==> config.mk <==
export PLATFORM = sky130hd
export DESIGN_NAME = irq_sequencer
export DESIGN_NICKNAME = d
export VERILOG_FILES = /design/src/rtl/cpu_pkg.sv /design/src/rtl/irq_sync.sv /design/src/rtl/irq_sequencer.sv
export SDC_FILE = /design/constraint.sdc
export NUM_CORES = 1
export LEC_CHECK = 0
export BUFFER_PORTS_ARGS = -buffer_cell sky130_fd_sc_hd__clkbuf_2
export CORE_MARGIN = 1.5
export CORE_UTILIZATION = 30
export DETAILED_ROUTE_END_ITERATION = 10
export GPL_ROUTABILITY_DRIVEN = 0
export PLACE_DENSITY_LB_ADDON = 0.1
export SLEW_MARGIN = 0
export SYNTH_ARGS = -nofsm -noshare
export SYNTH_HDL_FRONTEND = slang
export SYNTH_HIERARCHICAL = 1
export SYNTH_SLANG_ARGS = --single-unit
==> constraint.sdc <==
create_clock -name clk -period 2.25 [get_ports clk]
set_clock_uncertainty 0.05 [all_clocks]
set_input_delay 0.675 -clock clk [delete_from_list [all_inputs] [get_ports clk]]
set_output_delay 0.675 -clock clk [all_outputs]
set_load 0.005 [all_outputs]
==> src/rtl/cpu_pkg.sv <==
// Shared CPU definitions: interrupt sequencer state encoding and the
// register numbers the decode stage already uses for $k0 and $ra.
package cpu_pkg;

    typedef enum logic [1:0] {
        IRQ_IDLE     = 2'd0,
        IRQ_SERVICE  = 2'd1,
        IRQ_COOLDOWN = 2'd2
    } irq_state_e;

    localparam logic [4:0] REG_K0 = 5'd26;
    localparam logic [4:0] REG_RA = 5'd31;

endpackage

==> src/rtl/irq_sync.sv <==
// Brings the asynchronous interrupt level into the clk domain and turns
// each rising level into a single-cycle irq_edge pulse.
module irq_sync #(
    parameter int SYNC_STAGES = 2
) (
    input  logic clk,
    input  logic rst_n,
    input  logic ext_irq,
    output logic irq_edge
);

    logic [SYNC_STAGES-1:0] sync_q, sync_d;
    logic                   prev_q, prev_d;

    always_comb begin
        sync_d = {sync_q[SYNC_STAGES-2:0], ext_irq};
        prev_d = sync_q[SYNC_STAGES-1];
    end

    // NOTE: sequential state uses non-blocking assignments so every flop samples pre-edge values.
    always_ff @(posedge clk or negedge rst_n) begin
        if (!rst_n) begin
            sync_q <= '0;
            prev_q <= 1'b0;
        end else begin
            sync_q <= sync_d;
            prev_q <= prev_d;
        end
    end

    assign irq_edge = sync_q[SYNC_STAGES-1] & ~prev_q;

endmodule

==> src/rtl/irq_sequencer.sv <==
// Interrupt entry/exit sequencer: latches synchronised edges, injects IRQ into
// ID only in a safe slot, and blocks re-entry until eret plus a cool-down.
module irq_sequencer
    import cpu_pkg::*;
#(
    parameter int SYNC_STAGES = 2,
    parameter int MIN_GAP     = 4,
    parameter int CNT_W       = 16
) (
    input  logic             clk,
    input  logic             rst_n,
    input  logic             ext_irq,
    input  logic             irq_enable,
    input  logic             id_valid,
    input  logic             supervise,
    input  logic             data_hazard,
    input  logic             branch_hazard,
    input  logic             jump_hazard,
    input  logic             exception,
    input  logic             eret,
    output logic             IRQ,
    output logic             irq_pending,
    output logic             irq_busy,
    output logic [CNT_W-1:0] irq_count
);

    localparam int GAP_W = (MIN_GAP > 1) ? $clog2(MIN_GAP) : 1;

    irq_state_e       state_q, state_d;
    logic             pending_q, pending_d;
    logic             busy_q, busy_d;
    logic [CNT_W-1:0] count_q, count_d;
    logic [GAP_W-1:0] gap_q, gap_d;
    logic             irq_edge;
    logic             ok;

    irq_sync #(.SYNC_STAGES(SYNC_STAGES)) u_sync (
        .clk      (clk),
        .rst_n    (rst_n),
        .ext_irq  (ext_irq),
        .irq_edge (irq_edge)
    );

    assign ok = id_valid & ~supervise & ~data_hazard & ~branch_hazard
              & ~jump_hazard & ~exception;

    // NOTE: every always_comb output gets a default first so no path infers a latch.
    always_comb begin
        state_d = state_q;
        count_d = count_q;
        gap_d   = gap_q;
        IRQ     = 1'b0;
        unique case (state_q)
            IRQ_IDLE: begin
                IRQ = pending_q & ok;
                if (IRQ) begin
                    state_d = IRQ_SERVICE;
                    count_d = count_q + CNT_W'(1);
                end
            end
            IRQ_SERVICE: begin
                if (eret) begin
                    gap_d   = GAP_W'(MIN_GAP - 1);
                    state_d = IRQ_COOLDOWN;
                end
            end
            IRQ_COOLDOWN: begin
                if (gap_q == '0) state_d = IRQ_IDLE;
                else             gap_d   = gap_q - GAP_W'(1);
            end
            default: state_d = IRQ_IDLE;
        endcase

        // A new edge outranks the clear from a same-cycle injection.
        if (!irq_enable)   pending_d = 1'b0;
        else if (irq_edge) pending_d = 1'b1;
        else if (IRQ)      pending_d = 1'b0;
        else               pending_d = pending_q;

        busy_d = (state_d != IRQ_IDLE);
    end

    always_ff @(posedge clk or negedge rst_n) begin
        if (!rst_n) begin
            state_q   <= IRQ_IDLE;
            pending_q <= 1'b0;
            busy_q    <= 1'b0;
            count_q   <= '0;
            gap_q     <= '0;
        end else begin
            state_q   <= state_d;
            pending_q <= pending_d;
            busy_q    <= busy_d;
            count_q   <= count_d;
            gap_q     <= gap_d;
        end
    end

    assign irq_pending = pending_q;
    assign irq_busy    = busy_q;
    assign irq_count   = count_q;

endmodule

Word level (Yosys, flattened, before mapping)
Index checks and enable logic that the tools add are counted.
W data, S select, Z words.
- input bits: 11
- word-level logic and storage cells: 44
- register bits after elaboration: 25
- output and inout port bits: 19
- add/subtract/negate cells: 2
- equality and inequality tests: 5
- multiplexer cells: 11
- reductions and logical operators: 6
- bitwise logic cells: 13
- operators with widths (operator ; count):
    $add A16 B1 Y16 const B ; 1
    $mux W2 ; 5
    $and A1 B1 Y1 ; 7
    $not A1 Y1 ; 6
    $pmux W2 S3 ; 1
    $logic_not A2 Y1 ; 2
    $mux W1 ; 4
    $ne A2 B2 Y1 const B ; 2
    $pmux W2 S2 ; 1
    $reduce_bool A2 Y1 ; 2
    $ne A3 B1 Y1 const B ; 1
    $reduce_and A3 Y1 ; 1
    $eq A2 B1 Y1 const B ; 1
    $eq A2 B2 Y1 const B ; 1
    $reduce_and A2 Y1 ; 1
    $sub A2 B1 Y2 const B ; 1

Depth between registers and ports, before layout
- word-level depth: 11
- gate-level depth with buffers: 6
- gate-level depth less buffers: 6

Cells and area by module
The synthesis kept the hierarchy.
- by module, submodules not included (module ; area an instance (um^2) ; times used ; sequential area each (um^2) ; cells an instance):
    irq_sequencer ; 1053.5 ; 1 ; 550.5 ; 93
    irq_sync ; 88.8 ; 1 ; 75.1 ; 4

Worst setup path before layout
Ideal clock, no wire load.
- path type: input -> output
- start: input data_hazard
- end: output IRQ
- data required time: 1.525 ns
- buffers on the path: 0
- stages on the path: 3
- arrival time: 1.363 ns
- path slack: 0.162 ns
- cell sequence: nor4_4 -> nand3_2 -> inv_2
- longest elaborated chain between the ends: 7
- RTL lines (element ; RTL line ; text):
    start: declaration ; irq_sequencer.sv:16 ; input logic data_hazard,
    $not A1 Y1 ; irq_sequencer.sv:44 ; assign ok = id_valid & ~supervise & ~data_hazard & ~branch_hazard
    $and A1 B1 Y1 (2 in series) ; irq_sequencer.sv:44 ;
    $and A1 B1 Y1 (2 in series) ; irq_sequencer.sv:45 ; & ~jump_hazard & ~exception;
    $and A1 B1 Y1 ; irq_sequencer.sv:55 ; IRQ = pending_q & ok;
    $mux W1 ; irq_sequencer.sv:53 ; unique case (state_q)
    end: declaration ; irq_sequencer.sv:21 ; output logic IRQ,
Every way passes these cells.

Final worst setup path
Ends and elaborated chain as after synthesis.

==> flow_metrics.env <==
export IMPL_ir_worst_vdd_mv=0.311
export IMPL_syn_to_final_growth_pct=24.5
export IMPL_path_max_fanout=2
export IMPL_grt_max_degree=26
export IMPL_vias_per_cell=4.49
export IMPL_crit_path_start_kind="primary input"
export IMPL_core_region_area_sq_mm=0.00366
export IMPL_synth_most_common_cell="dfrtp_1"
export IMPL_cap_violations=0
export IMPL_overflow=0
export IMPL_antenna_found_initial=0
export IMPL_synth_area_sq_mm=0.00114
export IMPL_synth_seq_cells=25
export IMPL_wl_met2_mm=1.09
export IMPL_numCtsBuffers=3
export IMPL_grt_setup_unrepaired="no"
export IMPL_pin_count=30
export IMPL_insertion_delay_ns=0.27
export IMPL_ys_types=27
export IMPL_postCtsResizedCells=0
export IMPL_synth_area_per_cell_sq_um=11.8
export IMPL_cts_tree="done"
export IMPL_async_flop_share_pct=100
export IMPL_holdWs_ns=0.304
export IMPL_worstMarginPinSlew_ns=0.633
export IMPL_crit_arrival_ns=1.40
export IMPL_wl_per_cell_microns=12.1
export IMPL_yosysTopAreaCellShare_pct=54.8
export IMPL_h_tree_depth=1
export IMPL_post_route_period_util_pct=94.3
export IMPL_drc_errors=0
export IMPL_fin_tns_setup_ns=0
export IMPL_vias=818
export IMPL_antenna_cells=0
export IMPL_finalHoldViolCount=0
export IMPL_multi_input_area_sq_um=490
export IMPL_power_density_mw_per_mm2=654
export IMPL_final_setup_viol_count=0
export IMPL_status="finished, final reports clean"
export IMPL_synthTopCellsByArea="dfrtp_1 (55%), xor2_1 (6.9%), xnor2_1 (4.6%)"
export IMPL_post_cts_buffers=0
export IMPL_fin_ws_ns=0.129
export IMPL_clk_path_buf_depth=2
export IMPL_drt_wl_total_mm=2.20
export IMPL_clockRootBuffer="clkbuf_8"
export IMPL_track_usage_pct=12.0
export IMPL_ys_warn_count=6
export IMPL_layout_drive_gt1_share_pct=35.1
export IMPL_fmax_mhz=472
export IMPL_wl_met1_microns=981
export IMPL_finalMaxSlewViolations=0
export IMPL_cts_hold_buf=0
export IMPL_fin_nets=148
export IMPL_io_buffers=29
export IMPL_grt_pass1_wl_mm=3.80
export IMPL_synth_common_cells="dfrtp_1 (25), nand2_1 (10), xor2_1 (9)"
export IMPL_syn_nets=110
export IMPL_place_ws_ns=0.107
export IMPL_p_leak_nw=0.735
export IMPL_drtIter0Drc=27
export IMPL_ys_seq_area_share_pct=54.8
export IMPL_die_area_sq_mm=0.00419
export IMPL_placed_area_sq_mm=0.00138
export IMPL_worst_endpoint_required_ns=1.52
export IMPL_nFillCells=375
export IMPL_worst_setup_path_end_kind="primary output"
export IMPL_die_h_microns=64.7
export IMPL_clk_pin_slew_ns=0.08
export IMPL_netlist_instances=97
export IMPL_fin_area_sq_mm=0.00142
export IMPL_cts_sinks=25
export IMPL_highest_layer="met4"
export IMPL_hpwl_mm=1.62
export IMPL_initial_core_util_pct=31.2
export IMPL_grt_pass1_vias=830
export IMPL_drt_pre_antenna_iters=4
export IMPL_hold_class="register to register"
export IMPL_worstSetupPathType="primary input to primary output"
export IMPL_met3WireLength_microns=109
export IMPL_drt_antenna_violating_nets=0
export IMPL_row_count=22
export IMPL_regArea_sq_um=626
export IMPL_relSlewSlack_pct=57.8
export IMPL_period_minus_slack_ns=2.12
export IMPL_die_w_microns=64.7
export IMPL_synth_edf_count=0
export IMPL_yosysTopAreaCell="dfrtp_1"
export IMPL_synth_flop_cell="dfrtp_1"
==> critical path, stage by stage <==
cell	delay, ns
clkbuf_2	0.10
nor4_4	0.30
nand3_2	0.13
inv_2	0.08
clkbuf_2	0.11
==> kinds of logic after synthesis <==
kind of cell | count (synthesis) | share of synthesized area, %
buf+inv | 7 | 2.30
compound gates | 7 | 3.72
simple gates | 41 | 25.5
fa+ha+maj | 2 | 2.19
flops | 25 | 54.8
xor+xnor | 15 | 11.5
==> metal layers <==
metal | GRT usage, % | up-vias
met4 | 4.79 | 0
met5 | 0 | -
li1 | - | 404
met1 | 14.4 | 394
met3 | 4.34 | 2
met2 | 19.6 | 18
==> registers in the layout (all words and copies together), names as in the netlist <==
register and flops:
irq_busy 1, u_sync/sync_q 2, state_q 2, gap_q 2
irq_count 16, irq_pending 1, u_sync/prev_q 1
==> final timing paths <==
check | from | to | slack, ns | cells after the start
max | data_hazard | IRQ | 0.13 | 5
max in group asynchronous | rst_n | irq_count[2]$_DFFE_PN0P_ | 1.38 | 1
min | u_sync/sync_q[0]$_DFF_PN0_ | u_sync/sync_q[1]$_DFF_PN0_ | 0.30 | 0
min in group asynchronous | rst_n | u_sync/sync_q[1]$_DFF_PN0_ | 0.36 | 1
max reg2reg | state_q[1]$_DFF_PN0_ | irq_count[14]$_DFFE_PN0P_ | 0.60 | 5
min reg2reg | u_sync/sync_q[0]$_DFF_PN0_ | u_sync/sync_q[1]$_DFF_PN0_ | 0.30 | 0
==> where the power goes <==
part	switching [W]	internal (W)	total (W)
logic	0.0000651	0.0000708	0.000136
clock network	0.000139	0.000127	0.000265
registers	0.0000381	0.000491	0.000530
==> layout make-up <==
cell class / count / share of cell area (%)
timing repair buffer: 33 / 12.3
tap: 48 / 4.22
clock buffer: 4 / 3.17
sequential: 25 / 44.0
multi-input combinational: 65 / 34.5
inverter: 7 / 1.85
==> cells in the final DEF (no fill, tap or decap) <==
| cell | count |
|---|---|
| nor4_2 | 1 |
| inv_2 | 1 |
| nor2b_4 | 1 |
| nand2b_1 | 1 |
| nand3_2 | 1 |
| nor3_2 | 3 |
| o21ai_0 | 3 |
| ha_1 | 2 |
| nor4b_4 | 1 |
| nand3_1 | 6 |
| inv_1 | 6 |
| clkbuf_2 | 29 |
| a41oi_1 | 1 |
| nand4_1 | 1 |
| nor3_1 | 5 |
| a21oi_1 | 2 |
| buf_4 | 4 |
| o221ai_1 | 1 |
| and4_1 | 2 |
| clkbuf_8 | 3 |
| nor2_1 | 4 |
| or3b_2 | 1 |
| nor2b_1 | 1 |
| nand2_1 | 10 |
| dfrtp_1 | 25 |
| xnor2_1 | 6 |
| clkbuf_1 | 1 |
| nand4_4 | 1 |
| nor4_4 | 1 |
| and3_1 | 1 |
| xor2_1 | 9 |
==> per-stage QoR <==
stage          total power, W  std cells  util [%]
5_1_grt              0.000994        182      38.9
2_1_floorplan        0.000617         97         -
3_3_place_gp         0.000673        178      37.6
6_report             0.000931        182      38.9
3_5_place_dp         0.000678        178      37.6
4_1_cts              0.000949        182      38.9
Power figures use the tool's default switching activity.
